--- src/rtl/vga_timing_if.sv ---
// VGA raster timing bundle: pixel enable in, coordinates/sync/strobes out.
// The generator uses the master modport; pixel stages use the slave modport.
interface vga_timing_if;
    logic       pix_en;
    logic [9:0] DrawX;
    logic [9:0] DrawY;
    logic       hs;
    logic       vs;
    logic       blank;
    logic       frame_start;
    logic       vblank_start;
    logic [7:0] frame_count;

    modport master (
        input  pix_en,
        output DrawX, DrawY, hs, vs, blank,
        output frame_start, vblank_start, frame_count
    );

    modport slave (
        output pix_en,
        input  DrawX, DrawY, hs, vs, blank,
        input  frame_start, vblank_start, frame_count
    );
endinterface

--- src/rtl/vga_timing_gen.sv ---
// 640x480@60 VGA raster generator: counters, sync/blank decode with a
// pixel-enable delay line, frame/vblank strobes and a frame counter.
module vga_timing_gen #(
    parameter int H_VIS      = 640,
    parameter int H_FP       = 16,
    parameter int H_SYNC     = 96,
    parameter int H_BP       = 48,
    parameter int V_VIS      = 480,
    parameter int V_FP       = 10,
    parameter int V_SYNC     = 2,
    parameter int V_BP       = 33,
    parameter bit SYNC_POL   = 1'b0,
    parameter int PIPE_DELAY = 1
) (
    input  logic         vga_clk,
    input  logic         reset_n,
    vga_timing_if.master vif
);

    localparam int H_TOT = H_VIS + H_FP + H_SYNC + H_BP;
    localparam int V_TOT = V_VIS + V_FP + V_SYNC + V_BP;

    generate
        if (H_TOT > 1024 || V_TOT > 1024) begin : g_bad_tot
            $error("vga_timing_gen: H_TOT/V_TOT exceed 10-bit counters");
        end
        if (PIPE_DELAY < 0 || PIPE_DELAY > 4) begin : g_bad_delay
            $error("vga_timing_gen: PIPE_DELAY must be 0..4");
        end
    endgenerate

    localparam logic [9:0]  X_LAST = 10'(H_TOT - 1);
    localparam logic [9:0]  Y_LAST = 10'(V_TOT - 1);
    localparam logic [9:0]  Y_VBL  = 10'(V_VIS);
    localparam logic [10:0] X_VIS  = 11'(H_VIS);
    localparam logic [10:0] Y_VIS  = 11'(V_VIS);
    localparam logic [10:0] HS_BEG = 11'(H_VIS + H_FP);
    localparam logic [10:0] HS_END = 11'(H_VIS + H_FP + H_SYNC);
    localparam logic [10:0] VS_BEG = 11'(V_VIS + V_FP);
    localparam logic [10:0] VS_END = 11'(V_VIS + V_FP + V_SYNC);

    // {hs, vs, blank} with sync deasserted and nothing visible
    localparam logic [2:0] INACT = {~SYNC_POL, ~SYNC_POL, 1'b0};

    typedef enum logic {
        IDLE,
        RUN
    } state_t;

    state_t      state_q, state_d;
    logic [9:0]  x_q, x_d;
    logic [9:0]  y_q, y_d;
    logic [7:0]  fc_q, fc_d;
    logic        fs_q, fs_d;
    logic        vbs_q, vbs_d;
    logic [2:0]  pipe_q [0:PIPE_DELAY];
    logic [2:0]  pipe_d [0:PIPE_DELAY];
    logic        adv;
    logic        hs_n, vs_n, bl_n;

    // Next raster position, strobes and sync/blank delay line
    always_comb begin
        state_d = state_q;
        x_d     = x_q;
        y_d     = y_q;
        fc_d    = fc_q;
        fs_d    = 1'b0;
        vbs_d   = 1'b0;
        adv     = 1'b0;
        pipe_d  = pipe_q;

        unique case (state_q)
            IDLE: begin
                if (vif.pix_en) begin
                    state_d = RUN;
                    x_d     = '0;
                    y_d     = '0;
                    adv     = 1'b1;
                end
            end
            RUN: begin
                if (vif.pix_en) begin
                    adv = 1'b1;
                    if (x_q == X_LAST) begin
                        x_d = '0;
                        if (y_q == Y_LAST) begin
                            y_d  = '0;
                            fc_d = fc_q + 8'd1;
                        end else begin
                            y_d = y_q + 10'd1;
                        end
                    end else begin
                        x_d = x_q + 10'd1;
                    end
                end
            end
            default: state_d = IDLE;
        endcase

        hs_n = ({1'b0, x_d} >= HS_BEG && {1'b0, x_d} < HS_END)
               ? SYNC_POL : ~SYNC_POL;
        vs_n = ({1'b0, y_d} >= VS_BEG && {1'b0, y_d} < VS_END)
               ? SYNC_POL : ~SYNC_POL;
        bl_n = ({1'b0, x_d} < X_VIS) && ({1'b0, y_d} < Y_VIS);

        if (adv) begin
            fs_d      = (x_d == 10'd0) && (y_d == 10'd0);
            vbs_d     = (x_d == 10'd0) && (y_d == Y_VBL);
            pipe_d[0] = {hs_n, vs_n, bl_n};
            for (int i = 1; i <= PIPE_DELAY; i++) begin
                pipe_d[i] = pipe_q[i-1];
            end
        end
    end

    // State register with asynchronous clear to idle/inactive
    always_ff @(posedge vga_clk or negedge reset_n) begin
        if (!reset_n) begin
            state_q <= IDLE;
            x_q     <= '0;
            y_q     <= '0;
            fc_q    <= '0;
            fs_q    <= 1'b0;
            vbs_q   <= 1'b0;
            for (int i = 0; i <= PIPE_DELAY; i++) begin
                pipe_q[i] <= INACT;
            end
        end else begin
            state_q <= state_d;
            x_q     <= x_d;
            y_q     <= y_d;
            fc_q    <= fc_d;
            fs_q    <= fs_d;
            vbs_q   <= vbs_d;
            pipe_q  <= pipe_d;
        end
    end

    assign vif.DrawX        = x_q;
    assign vif.DrawY        = y_q;
    assign vif.hs           = pipe_q[PIPE_DELAY][2];
    assign vif.vs           = pipe_q[PIPE_DELAY][1];
    assign vif.blank        = pipe_q[PIPE_DELAY][0];
    assign vif.frame_start  = fs_q;
    assign vif.vblank_start = vbs_q;
    assign vif.frame_count  = fc_q;

endmodule

--- src/flat_wrapper.sv ---
// flat-port wrapper written by rule: the top's interface ports become plain ports
module vga_timing_gen_flat 
#(
    parameter int H_VIS      = 640,
    parameter int H_FP       = 16,
    parameter int H_SYNC     = 96,
    parameter int H_BP       = 48,
    parameter int V_VIS      = 480,
    parameter int V_FP       = 10,
    parameter int V_SYNC     = 2,
    parameter int V_BP       = 33,
    parameter bit SYNC_POL   = 1'b0,
    parameter int PIPE_DELAY = 1
)
  (vga_clk, reset_n, vif_pix_en, vif_DrawX, vif_DrawY, vif_hs, vif_vs, vif_blank, vif_frame_start, vif_vblank_start, vif_frame_count);
  vga_timing_if vif_i ();
  input  logic vga_clk;
  input  logic reset_n;
  input wire logic [$bits(vif_i.pix_en)-1:0] vif_pix_en;
  output wire logic [$bits(vif_i.DrawX)-1:0] vif_DrawX;
  output wire logic [$bits(vif_i.DrawY)-1:0] vif_DrawY;
  output wire logic [$bits(vif_i.hs)-1:0] vif_hs;
  output wire logic [$bits(vif_i.vs)-1:0] vif_vs;
  output wire logic [$bits(vif_i.blank)-1:0] vif_blank;
  output wire logic [$bits(vif_i.frame_start)-1:0] vif_frame_start;
  output wire logic [$bits(vif_i.vblank_start)-1:0] vif_vblank_start;
  output wire logic [$bits(vif_i.frame_count)-1:0] vif_frame_count;
  assign vif_i.pix_en = vif_pix_en;
  assign vif_DrawX = vif_i.DrawX;
  assign vif_DrawY = vif_i.DrawY;
  assign vif_hs = vif_i.hs;
  assign vif_vs = vif_i.vs;
  assign vif_blank = vif_i.blank;
  assign vif_frame_start = vif_i.frame_start;
  assign vif_vblank_start = vif_i.vblank_start;
  assign vif_frame_count = vif_i.frame_count;
  vga_timing_gen #(.H_VIS(H_VIS), .H_FP(H_FP), .H_SYNC(H_SYNC), .H_BP(H_BP), .V_VIS(V_VIS), .V_FP(V_FP), .V_SYNC(V_SYNC), .V_BP(V_BP), .SYNC_POL(SYNC_POL), .PIPE_DELAY(PIPE_DELAY)) u_core (.vga_clk(vga_clk), .reset_n(reset_n), .vif(vif_i));
endmodule
--- config.mk ---
export PLATFORM = sky130hd
export DESIGN_NAME = vga_timing_gen_flat
export DESIGN_NICKNAME = d
export VERILOG_FILES = /design/src/rtl/vga_timing_if.sv /design/src/rtl/vga_timing_gen.sv /design/src/flat_wrapper.sv
export SDC_FILE = /design/constraint.sdc
export NUM_CORES = 1
export LEC_CHECK = 0
export ABC_CLOCK_PERIOD_IN_PS = 4400
export CORE_MARGIN = 2
export CORE_UTILIZATION = 50
export CTS_BUF_LIST = sky130_fd_sc_hd__clkbuf_16
export DETAILED_ROUTE_END_ITERATION = 8
export PLACE_DENSITY = 0.82
export SYNTH_ARGS = -nofsm -noshare
export SYNTH_HDL_FRONTEND = slang
export SYNTH_SLANG_ARGS = --single-unit
export TNS_END_PERCENT = 1
--- constraint.sdc ---
create_clock -name vga_clk -period 4.4 [get_ports vga_clk]
set_input_delay 0.44 -clock vga_clk [delete_from_list [all_inputs] [get_ports vga_clk]]
set_output_delay 0.44 -clock vga_clk [all_outputs]
set_load 0.01 [all_outputs]
==> impl_metrics.yaml <==
outcome:
  status: "complete, no violations"
timing:
  fmax_ghz: 0.331
  tightest_slew_ns: 0.807
  slew_headroom: 0.462
  layout_min_cycle_time_ns: 3.02
  setup_tns_ns: 0
  drv_slew: 0
  hold_viol_final: 0
  setup_viol: 0
  rsz0062_at_grt: "false"
  fin_skew_ns: 0.00421
  period_share: 0.686
die:
  core_region_area_sq_mm: 0.00409
  initial_core_util: 0.531
  placementRows: 23
  die_h_um: 69.9
  die_w_um: 69.9
  io_pins: 36
  die_area_sq_mm: 0.00488
grt:
  grt_pass1_vias: 1773
  antenna_found_initial: 0
  grt_usage: 0.229
  grt_overflow_total: 0
  grt_pass1_wl_um: 8850
  grt_max_degree: 38
pwr:
  comb_power_share: 0.203
  vdd_drop_max_uv: 234
  power.share.sequential: 0.450
  p_sw_frac: 0.296
  power_density_mw_per_mm2: 358
  p_int_uw: 671
  cellLeakagePower_uw: 0.00112
  p_sw_uw: 282
  pwr-share-clk: 0.347
logic_synthesis:
  yosysWarnings: 0
  avgSynthCellArea_sq_um: 9.81
  synth_cell_types: 55
  netlist_area_sq_mm: 0.00217
  ys_seq_elements: 37
  yosysMostFrequentCell: "dfrtp_1"
  synth_edf_count: 0
  seq_area_frac_synth: 0.429
  synth_top_area_frac: 0.381
  synth_top_flop_cell: "dfrtp_1"
  synth_cells: 221
  synth_commonest_cells: "33 x dfrtp_1, 23 x nand2_1, 13 x nor2_1"
  syn_nets: 228
  async_reset_ff_frac: 1.00
  yosys.area.top_type: "dfrtp_1"
  yosys-top-cells-area: "dfrtp_1 38%, dfstp_2 4.8%, nand2_1 4.0%"
clock_network:
  cts_tree: "yes"
  clkSinkCount: 37
  h-tree-depth: 2
  cts.repair.resized: 0
  cts_hold_buf: 0
  clk_pin_slew_ns: 0.05
  clockBufferDepth: 2
  postCtsSetupRepairBufs: 0
  root_buffer: "clkbuf_16"
  cts_buffers: 5
  clk_latency_ns: 0.28
routing:
  viasPerCell: 6.24
  routed_wl_um: 5260
  wl_per_cell_um: 17.2
  drt-initial-drc-count: 236
  firstDrtPassIters: 4
  dr_total_vias: 1903
  drcViolationCount: 0
  drtAntennaViolNets: 0
placed_design:
  dp_hpwl_um: 3720
  gp_congestion: 0.888
  placed_cells: 297
  dpl_cell_area_sq_mm: 0.00252
  portBuffers: 35
worst_setup_path:
  arrival_ns: 3.19
  crit_family: "simple AND/OR/NAND/NOR gates"
  crit_fanout: 11
  path_class: "reg2reg"
  crit_buf_inv: 0
  critPathMaxStageDelay_ns: 0.59
  path_cells: "ha_1, nand4_2, nor3_2, o21ai_0, a21o_1, a211oi_1, nand4_1, nor4_1"
  slowest_stage: "nor3_2"
  cp-end-kind: "flip-flop"
  crit_required_ns: 4.57
  critPathLaunchType: "flip-flop"
worst_hold_path:
  hp-class: "in2async"
cells_and_area:
  antennaDiodeCount: 0
  finalInstanceArea_sq_mm: 0.00266
  area.growth.synth_to_final_pct: 22.8
  nets: 261
  drive_gt1_frac: 0.129
  fin_cells: 305
flow_run:
  cap_violations: 0
-- flip-flops by register name, indices dropped and copies added (netlist names) --
name / flops
u_core.vif.DrawX: 10
u_core.vif.DrawY: 10
u_core.vif.frame_count: 8
u_core.pipe_q: 3
u_core.state_q: 1
u_core.vif.blank: 1
u_core.vif.frame_start: 1
u_core.vif.hs: 1
u_core.vif.vblank_start: 1
u_core.vif.vs: 1
-- per-stage QoR --
stage	hold slack [ns]	util	setup WS [ns]	power (uW)
finish	0.257	0.652	1.38	953
global route	0.332	0.652	1.08	1000
CTS	0.290	0.652	1.49	962
detailed placement	0.482	0.618	1.35	626
global placement	0.460	0.618	1.45	620
floorplan	0.144	-	1.99	537
-- path summary, 6_finish.rpt --
path / from / end / slack [ns] / cells after the start
max: u_core.vif.DrawX[0]$_DFF_PN0_ / u_core.vif.frame_start$_DFF_PN0_ / 1.38 / 8
min: reset_n / u_core.vif.DrawY[2]$_DFF_PN0_ / 0.26 / 1
max reg2reg: u_core.vif.DrawX[0]$_DFF_PN0_ / u_core.vif.frame_start$_DFF_PN0_ / 1.38 / 8
min reg2reg: u_core.vif.frame_count[7]$_DFFE_PN0P_ / u_core.vif.frame_count[7]$_DFFE_PN0P_ / 0.48 / 1
max in group asynchronous: reset_n / u_core.vif.frame_count[2]$_DFFE_PN0P_ / 3.64 / 1
min in group vga_clk: u_core.vif.frame_count[7]$_DFFE_PN0P_ / u_core.vif.frame_count[7]$_DFFE_PN0P_ / 0.48 / 1
-- power groups by stage --
stage | clock network [uW] | registers (uW) | logic, uW
floorplan | 0 | 423 | 114
global placement | 0 | 432 | 188
detailed placement | 0 | 433 | 193
CTS | 341 | 426 | 195
global route | 358 | 434 | 212
finish | 331 | 429 | 194
-- layout by cell type, fill, tap and decap left out, types with 8 or more instances in the layout --
| cell | n |
|---|---|
| inv_1 | 10 |
| o21ai_0 | 12 |
| nand2_1 | 23 |
| dfrtp_1 | 33 |
| nand3_1 | 8 |
| nor2_1 | 13 |
| nand4_1 | 9 |
| clkdlybuf4s50_1 | 34 |
-- per-layer routing --
layer	global-route usage	vias up	share of wire
li1	-	901	-
met2	0.333	71	0.47
met1	0.336	923	0.44
met4	0.0876	0	0.015
met3	0.0476	8	0.072
met5	0	-	0
-- final cells by class --
class	count	area, sq um
fill	355	1420
multi-input combinational	163	1140
sequential	37	931
timing repair buffer	36	353
clock buffer	5	125
tap	50	62.6
inverter	11	41.3
clock inverter	3	12.5
-- cells by family (layout without fill, tap and decap cells) --
kind of cell / after synthesis / after routing / share of synthesized area
AOI/OAI and AO/OA: 50 / 50 / 0.176
muxes: 7 / 7 / 0.0358
buffers and inverters: 21 / 55 / 0.0462
and+or+nand+nor: 93 / 93 / 0.253
DFF: 37 / 37 / 0.429
xor gates and xnor gates: 9 / 9 / 0.0364
adders and majority gates: 4 / 4 / 0.0231
Power figures use the tool's default switching activity.
